$ cat config.mk
export PLATFORM = sky130hd
export DESIGN_NAME = eth_stats_collector
export DESIGN_NICKNAME = d
export VERILOG_FILES = /design/src/rtl/eth_stats_pkg.sv /design/src/rtl/eth_stats_path.sv /design/src/rtl/eth_stats_collector.sv
export SDC_FILE = /design/constraint.sdc
export NUM_CORES = 2
export LEC_CHECK = 0
export CORE_UTILIZATION = 50
export DETAILED_ROUTE_END_ITERATION = 8
export GPL_ROUTABILITY_DRIVEN = 0
export PLACE_DENSITY = 0.8
export SLEW_MARGIN = 15
export SYNTH_ARGS = -nofsm -noshare
export SYNTH_HDL_FRONTEND = slang
export SYNTH_SLANG_ARGS = --single-unit
$ cat constraint.sdc
create_clock -name clk -period 2.4 [get_ports clk]
set_input_delay 0.36 -clock clk [delete_from_list [all_inputs] [get_ports clk]]
set_output_delay 0.36 -clock clk [all_outputs]
set_load 0.005 [all_outputs]
$ cat src/rtl/eth_stats_pkg.sv
// eth_stats_pkg
// Shared definitions for the Ethernet statistics collector:
//   - bit positions of the TEMAC RX/TX statistics vector fields
//   - the decoded per-frame increment record carried from decode to accumulate
package eth_stats_pkg;

    localparam int RX_GOOD_BIT = 0;
    localparam int RX_BAD_BIT  = 1;
    localparam int RX_FCS_BIT  = 2;
    localparam int LEN_LSB     = 5;
    localparam int LEN_MSB     = 18;
    localparam int TX_GOOD_BIT = 0;

    localparam int LEN_W = LEN_MSB - LEN_LSB + 1;

    typedef struct packed {
        logic             good;
        logic             bad;
        logic             fcs;
        logic [LEN_W-1:0] len;
    } stats_inc_t;

endpackage

$ cat src/rtl/eth_stats_path.sv
// eth_stats_path
// Decode stage plus counters and snapshot registers for one traffic direction.
// IS_TX selects the TX decode rules (bad = !good, no FCS); otherwise RX rules.
// Ports:
//   clk, rst             clock, synchronous active-high reset
//   enable               gates new statistics vectors into the decode stage
//   clear                zero all counters (stage-2 increment in that cycle dropped)
//   snap_req             copy current counters into the snapshot registers
//   stats_vector/valid   TEMAC statistics vector and its qualifier
//   snap_good/bad/fcs/bytes  snapshot outputs
import eth_stats_pkg::*;

module eth_stats_path #(
    parameter int CNT_W = 64,
    parameter int VEC_W = 28,
    parameter bit IS_TX = 1'b0
) (
    input  logic             clk,
    input  logic             rst,
    input  logic             enable,
    input  logic             clear,
    input  logic             snap_req,
    input  logic [VEC_W-1:0] stats_vector,
    input  logic             stats_valid,
    output logic [CNT_W-1:0] snap_good,
    output logic [CNT_W-1:0] snap_bad,
    output logic [CNT_W-1:0] snap_fcs,
    output logic [CNT_W-1:0] snap_bytes
);

    // Reserved vector bits carry nothing we count; fold them so every bit is consumed.
    logic vec_unused;
    assign vec_unused = ^stats_vector;

    function automatic stats_inc_t decode(input logic [VEC_W-1:0] v);
        stats_inc_t d;
        d = '0;
        if (IS_TX) begin
            d.good = v[TX_GOOD_BIT];
            d.bad  = !v[TX_GOOD_BIT];
            d.fcs  = 1'b0;
        end else begin
            d.good = v[RX_GOOD_BIT];
            d.bad  = v[RX_BAD_BIT];
            d.fcs  = v[RX_FCS_BIT];
        end
        // Only good frames contribute to the byte count.
        d.len = d.good ? v[LEN_MSB:LEN_LSB] : '0;
        return d;
    endfunction

    stats_inc_t       inc_p1;
    logic             vld_p1;
    logic [CNT_W-1:0] cnt_good;
    logic [CNT_W-1:0] cnt_bad;
    logic [CNT_W-1:0] cnt_fcs;
    logic [CNT_W-1:0] cnt_bytes;

    // ---- stage 1: decode ----
    always_ff @(posedge clk) begin
        if (rst) begin
            vld_p1 <= 1'b0;
            inc_p1 <= '0;
        end else begin
            vld_p1 <= stats_valid && enable;
            inc_p1 <= (stats_valid && enable) ? decode(stats_vector) : '0;
        end
    end

    // ---- stage 2: accumulate (wraps modulo 2^CNT_W) ----
    always_ff @(posedge clk) begin
        if (rst || clear) begin
            cnt_good  <= '0;
            cnt_bad   <= '0;
            cnt_fcs   <= '0;
            cnt_bytes <= '0;
        end else if (vld_p1) begin
            cnt_good  <= cnt_good  + CNT_W'(inc_p1.good);
            cnt_bad   <= cnt_bad   + CNT_W'(inc_p1.bad);
            cnt_fcs   <= cnt_fcs   + CNT_W'(inc_p1.fcs);
            cnt_bytes <= cnt_bytes + CNT_W'(inc_p1.len);
        end
    end

    // ---- snapshot: captures pre-update counter values, so a same-cycle
    // clear still yields the values being cleared ----
    always_ff @(posedge clk) begin
        if (rst) begin
            snap_good  <= '0;
            snap_bad   <= '0;
            snap_fcs   <= '0;
            snap_bytes <= '0;
        end else if (snap_req) begin
            snap_good  <= cnt_good;
            snap_bad   <= cnt_bad;
            snap_fcs   <= cnt_fcs;
            snap_bytes <= cnt_bytes;
        end
    end

endmodule

$ cat src/rtl/eth_stats_collector.sv
// eth_stats_collector
// Per-interface Ethernet traffic counters fed by the TEMAC RX/TX statistics
// vectors, with atomic snapshot and optional atomic clear for register readout.
// Ports:
//   clk, rst                       TEMAC user clock, synchronous active-high reset
//   enable                         ignore new statistics vectors when low
//   clear, snap_req                one-cycle pulses shared by both directions
//   rx_stats_vector/rx_stats_valid RX statistics (28 bits)
//   tx_stats_vector/tx_stats_valid TX statistics (32 bits)
//   snap_rx_*, snap_tx_*           snapshot values, held until the next snap_req
//   snap_valid                     pulses the cycle after snap_req
import eth_stats_pkg::*;

module eth_stats_collector #(
    parameter int CNT_W = 64
) (
    input  logic             clk,
    input  logic             rst,
    input  logic             enable,
    input  logic             clear,
    input  logic             snap_req,
    input  logic [27:0]      rx_stats_vector,
    input  logic             rx_stats_valid,
    input  logic [31:0]      tx_stats_vector,
    input  logic             tx_stats_valid,
    output logic [CNT_W-1:0] snap_rx_good,
    output logic [CNT_W-1:0] snap_rx_bad,
    output logic [CNT_W-1:0] snap_rx_fcs,
    output logic [CNT_W-1:0] snap_rx_bytes,
    output logic [CNT_W-1:0] snap_tx_good,
    output logic [CNT_W-1:0] snap_tx_bad,
    output logic [CNT_W-1:0] snap_tx_bytes,
    output logic             snap_valid
);

    // TX has no FCS counter; the path's fcs output stays at zero.
    logic [CNT_W-1:0] tx_fcs_unused;

    eth_stats_path #(
        .CNT_W (CNT_W),
        .VEC_W (28),
        .IS_TX (1'b0)
    ) u_rx (
        .clk          (clk),
        .rst          (rst),
        .enable       (enable),
        .clear        (clear),
        .snap_req     (snap_req),
        .stats_vector (rx_stats_vector),
        .stats_valid  (rx_stats_valid),
        .snap_good    (snap_rx_good),
        .snap_bad     (snap_rx_bad),
        .snap_fcs     (snap_rx_fcs),
        .snap_bytes   (snap_rx_bytes)
    );

    eth_stats_path #(
        .CNT_W (CNT_W),
        .VEC_W (32),
        .IS_TX (1'b1)
    ) u_tx (
        .clk          (clk),
        .rst          (rst),
        .enable       (enable),
        .clear        (clear),
        .snap_req     (snap_req),
        .stats_vector (tx_stats_vector),
        .stats_valid  (tx_stats_valid),
        .snap_good    (snap_tx_good),
        .snap_bad     (snap_tx_bad),
        .snap_fcs     (tx_fcs_unused),
        .snap_bytes   (snap_tx_bytes)
    );

    // ---- snapshot strobe, aligned with the snapshot registers ----
    always_ff @(posedge clk) begin
        if (rst) begin
            snap_valid <= 1'b0;
        end else begin
            snap_valid <= snap_req;
        end
    end

endmodule

==> impl_metrics.json <==
{
  "die_h_um": 276,
  "design_area_um2": 50300,
  "synth_area_um2": 37600,
  "start_util_pct": 50.5,
  "hold_viol_final": 0,
  "cts_max_level": 3,
  "syn_to_final_growth_pct": 33.7,
  "max_freq_ghz": 0.374,
  "multi_input_comb_area_um2": 19200,
  "tritoncts": "built",
  "layout_common_cells": "dfxtp_1 (910), nor2_1 (870), clkdlybuf4s50_1 (485), mux2i_1 (479), buf_4 (260)",
  "wl_per_cell_um": 18.6,
  "cts_hold_buffers": 0,
  "drc": 0,
  "start_kind": "flip-flop",
  "regArea_um2": 18700,
  "yosysWarnings": 0,
  "firstDrtPassIters": 5,
  "cts_max_path_buffers": 3,
  "yosys.cell_types.count": 70,
  "p_leak_nw": 19.3,
  "intPower_mw": 24.6,
  "pwr-share-clk_pct": 47.8,
  "cpMostUsedCell": "buf_6",
  "crit_family": "compound AO/OA/AOI/OAI gates",
  "synth_edf_count": 0,
  "post-route-min-period_ns": 2.67,
  "maxSlewViolCount": 0,
  "slowest_stage": "dfxtp_2",
  "fp.dieArea_um2": 76400,
  "setup_viol": 43,
  "root_buffer": "clkbuf_16",
  "die_x_um": 276,
  "layout_commonest_cell": "dfxtp_1",
  "setup_tns_ns": -4.79,
  "initialDrtViolationCount": 2387,
  "arrival_ns": 3.25,
  "tightest_slew_ns": 0.834,
  "crit_path_max_incr_delay_ns": 0.34,
  "vias": 31964,
  "clk_pin_slew_ns": 0.07,
  "clk_latency_ns": 0.65,
  "layout-drive-gt1-share_pct": 14.2,
  "pre_cts_ws_ns": -0.472,
  "drv_cap": 0,
  "p_sw_mw": 6.90,
  "dpl_cell_area_um2": 45300,
  "crit_chain": "ha_4 > a21oi_4 > nand4b_1 > a21oi_2 > o211ai_1 > buf_4 > buf_6 > a211o_4 > buf_6 > buf_6 > nor4_4 > mux2i_1",
  "port_buffers": 487,
  "hp-class": "input pin to flip-flop",
  "finalCritPeriodShare_pct": 111,
  "final_nets": 4834,
  "violations": "negative setup slack",
  "synth-seq-cells": 932,
  "crit_type": "flip-flop to flip-flop",
  "swShare_pct": 21.9,
  "dp_hpwl_um": 73000,
  "required_ns": 2.98,
  "grt_overflow": 0,
  "grt_max_degree": 154,
  "power_frac_comb_pct": 2.9,
  "finalClockSkew_ns": 0.0317,
  "grt_pass1_vias": 30759,
  "status": "finished with violations",
  "syn_avg_cell_area_um2": 9.33,
  "slew-limit-headroom_pct": 44.4,
  "synthFlopType": "dfxtp_1",
  "grt_pass1_wl_um": 167000,
  "viasPerCell": 5.53,
  "rsz0062_at_grt": "true",
  "core_area_um2": 74400,
  "yosysSeqAreaShare_pct": 49.6,
  "ir_worst_vdd_v": 0.000626,
  "synthCells": 4032,
  "end_kind": "flip-flop",
  "io_pins": 516,
  "synth_nets": 4139,
  "rows": 100,
  "totalWireLength_um": 108000,
  "antenna_found_initial": 16,
  "fill_cells": 5461,
  "p_seq_share_pct": 49.2,
  "ant_nets": 0,
  "critPathBufInv": 4,
  "fin_ws_ns": -0.271,
  "cp_max_fo": 5,
  "power_density_nw_per_um2": 626,
  "cts.sinks": 932,
  "numCtsBuffers": 94,
  "grt_util_all_layers_pct": 26.7,
  "postSynth.asyncResetShare_pct": 0
}
[per-stage QoR]
step	hold slack (ns)	std cells	power, mW	util, %
floorplan	0.432	4032	16.4	-
global placement	0.471	5549	16.7	60.9
detailed placement	0.478	5549	16.7	60.9
CTS	0.0240	5760	31.7	66.5
global route	0.0570	5781	32.4	67.5
finish	0.0562	5784	31.5	67.6
[layer usage]
metal,wire length (um),GRT usage [%],vias up
li1,-,-,15222
met3,6260,5.07,319
met1,44500,32.9,15383
met4,4940,12.3,16
met2,51900,45.2,1024
met5,107,0,-
[kinds of logic after synthesis]
logic type / share of synthesized area (%)
AO/OA/AOI/OAI: 4.25
XOR/XNOR: 8.05
adder cells (fa/ha/maj): 1.37
buffers and inverters: 2.48
flip-flops: 49.6
multiplexers: 12.7
AND/OR/NAND/NOR: 21.5
[worst register-to-register path, cell delays in order, from the launching register on]
cell and delay [ns]:
dfxtp_2 0.34, ha_4 0.27, a21oi_4 0.05, nand4b_1 0.23, a21oi_2 0.21, o211ai_1 0.12
buf_4 0.17, buf_6 0.11, a211o_4 0.33, buf_6 0.14, buf_6 0.12, nor4_4 0.27
mux2i_1 0.24
[timing repair]
action / 4_1_cts / 5_1_grt
gates cloned: 2 / 1
pin swaps: 67 / 93
gates resized for setup: 127 / 150
buffers inserted: 34 / 24
setup endpoints to repair: 102 / 165
[cells in the mapped netlist (7+ instances only)]
cell type	count	area [um^2]
or3_1	73	457
nand2_1	203	762
a211oi_1	9	67.6
dfxtp_1	932	18700
a21oi_1	96	480
nor2b_1	7	43.8
nor4_1	28	175
clkbuf_1	178	668
buf_1	24	90.1
nor3_1	62	310
nand4_1	99	619
xor2_1	190	1660
a21o_1	11	82.6
and2_1	15	93.8
o21ai_0	81	405
nor2_1	876	3290
or4_1	10	75.1
mux2i_1	479	4790
ha_1	38	475
a2111oi_0	13	114
and4_1	42	368
xnor2_1	156	1370
and3_1	103	644
nand3_1	155	776
or2_2	8	50.1
inv_1	41	154
[power groups by stage]
stage                     Sequential [mW]  Clock [mW]  Combinational, mW
after floorplan                      15.8           0              0.591
after global placement               15.8           0              0.890
after detailed placement             15.8           0              0.894
after CTS                            15.5        15.3              0.906
after global routing                 15.5        15.9              0.973
final                                15.5        15.1              0.917
[area by class of cell]
| cell class | count | share of cell area, % |
|---|---|---|
| multi-input combinational | 2854 | 38.2 |
| sequential | 932 | 37.2 |
| timing repair buffer | 803 | 15.4 |
| clock buffer | 139 | 5.59 |
| tap | 969 | 2.41 |
| clock inverter | 37 | 0.843 |
| inverter | 42 | 0.313 |
| antenna | 8 | 0.0398 |
[final timing paths]
kind,from,end,slack [ns],cells past startpoint
worst max-delay path,u_tx.inc_p1[1],u_tx.cnt_bytes[51],-0.27,12
worst min-delay path,rst,u_rx.snap_good[35],0.06,2
worst max register to register,u_tx.inc_p1[1],u_tx.cnt_bytes[51],-0.27,12
worst min register to register,u_rx.snap_bad[47],u_rx.snap_bad[47],0.49,2
(Power assumes the default switching activity.)
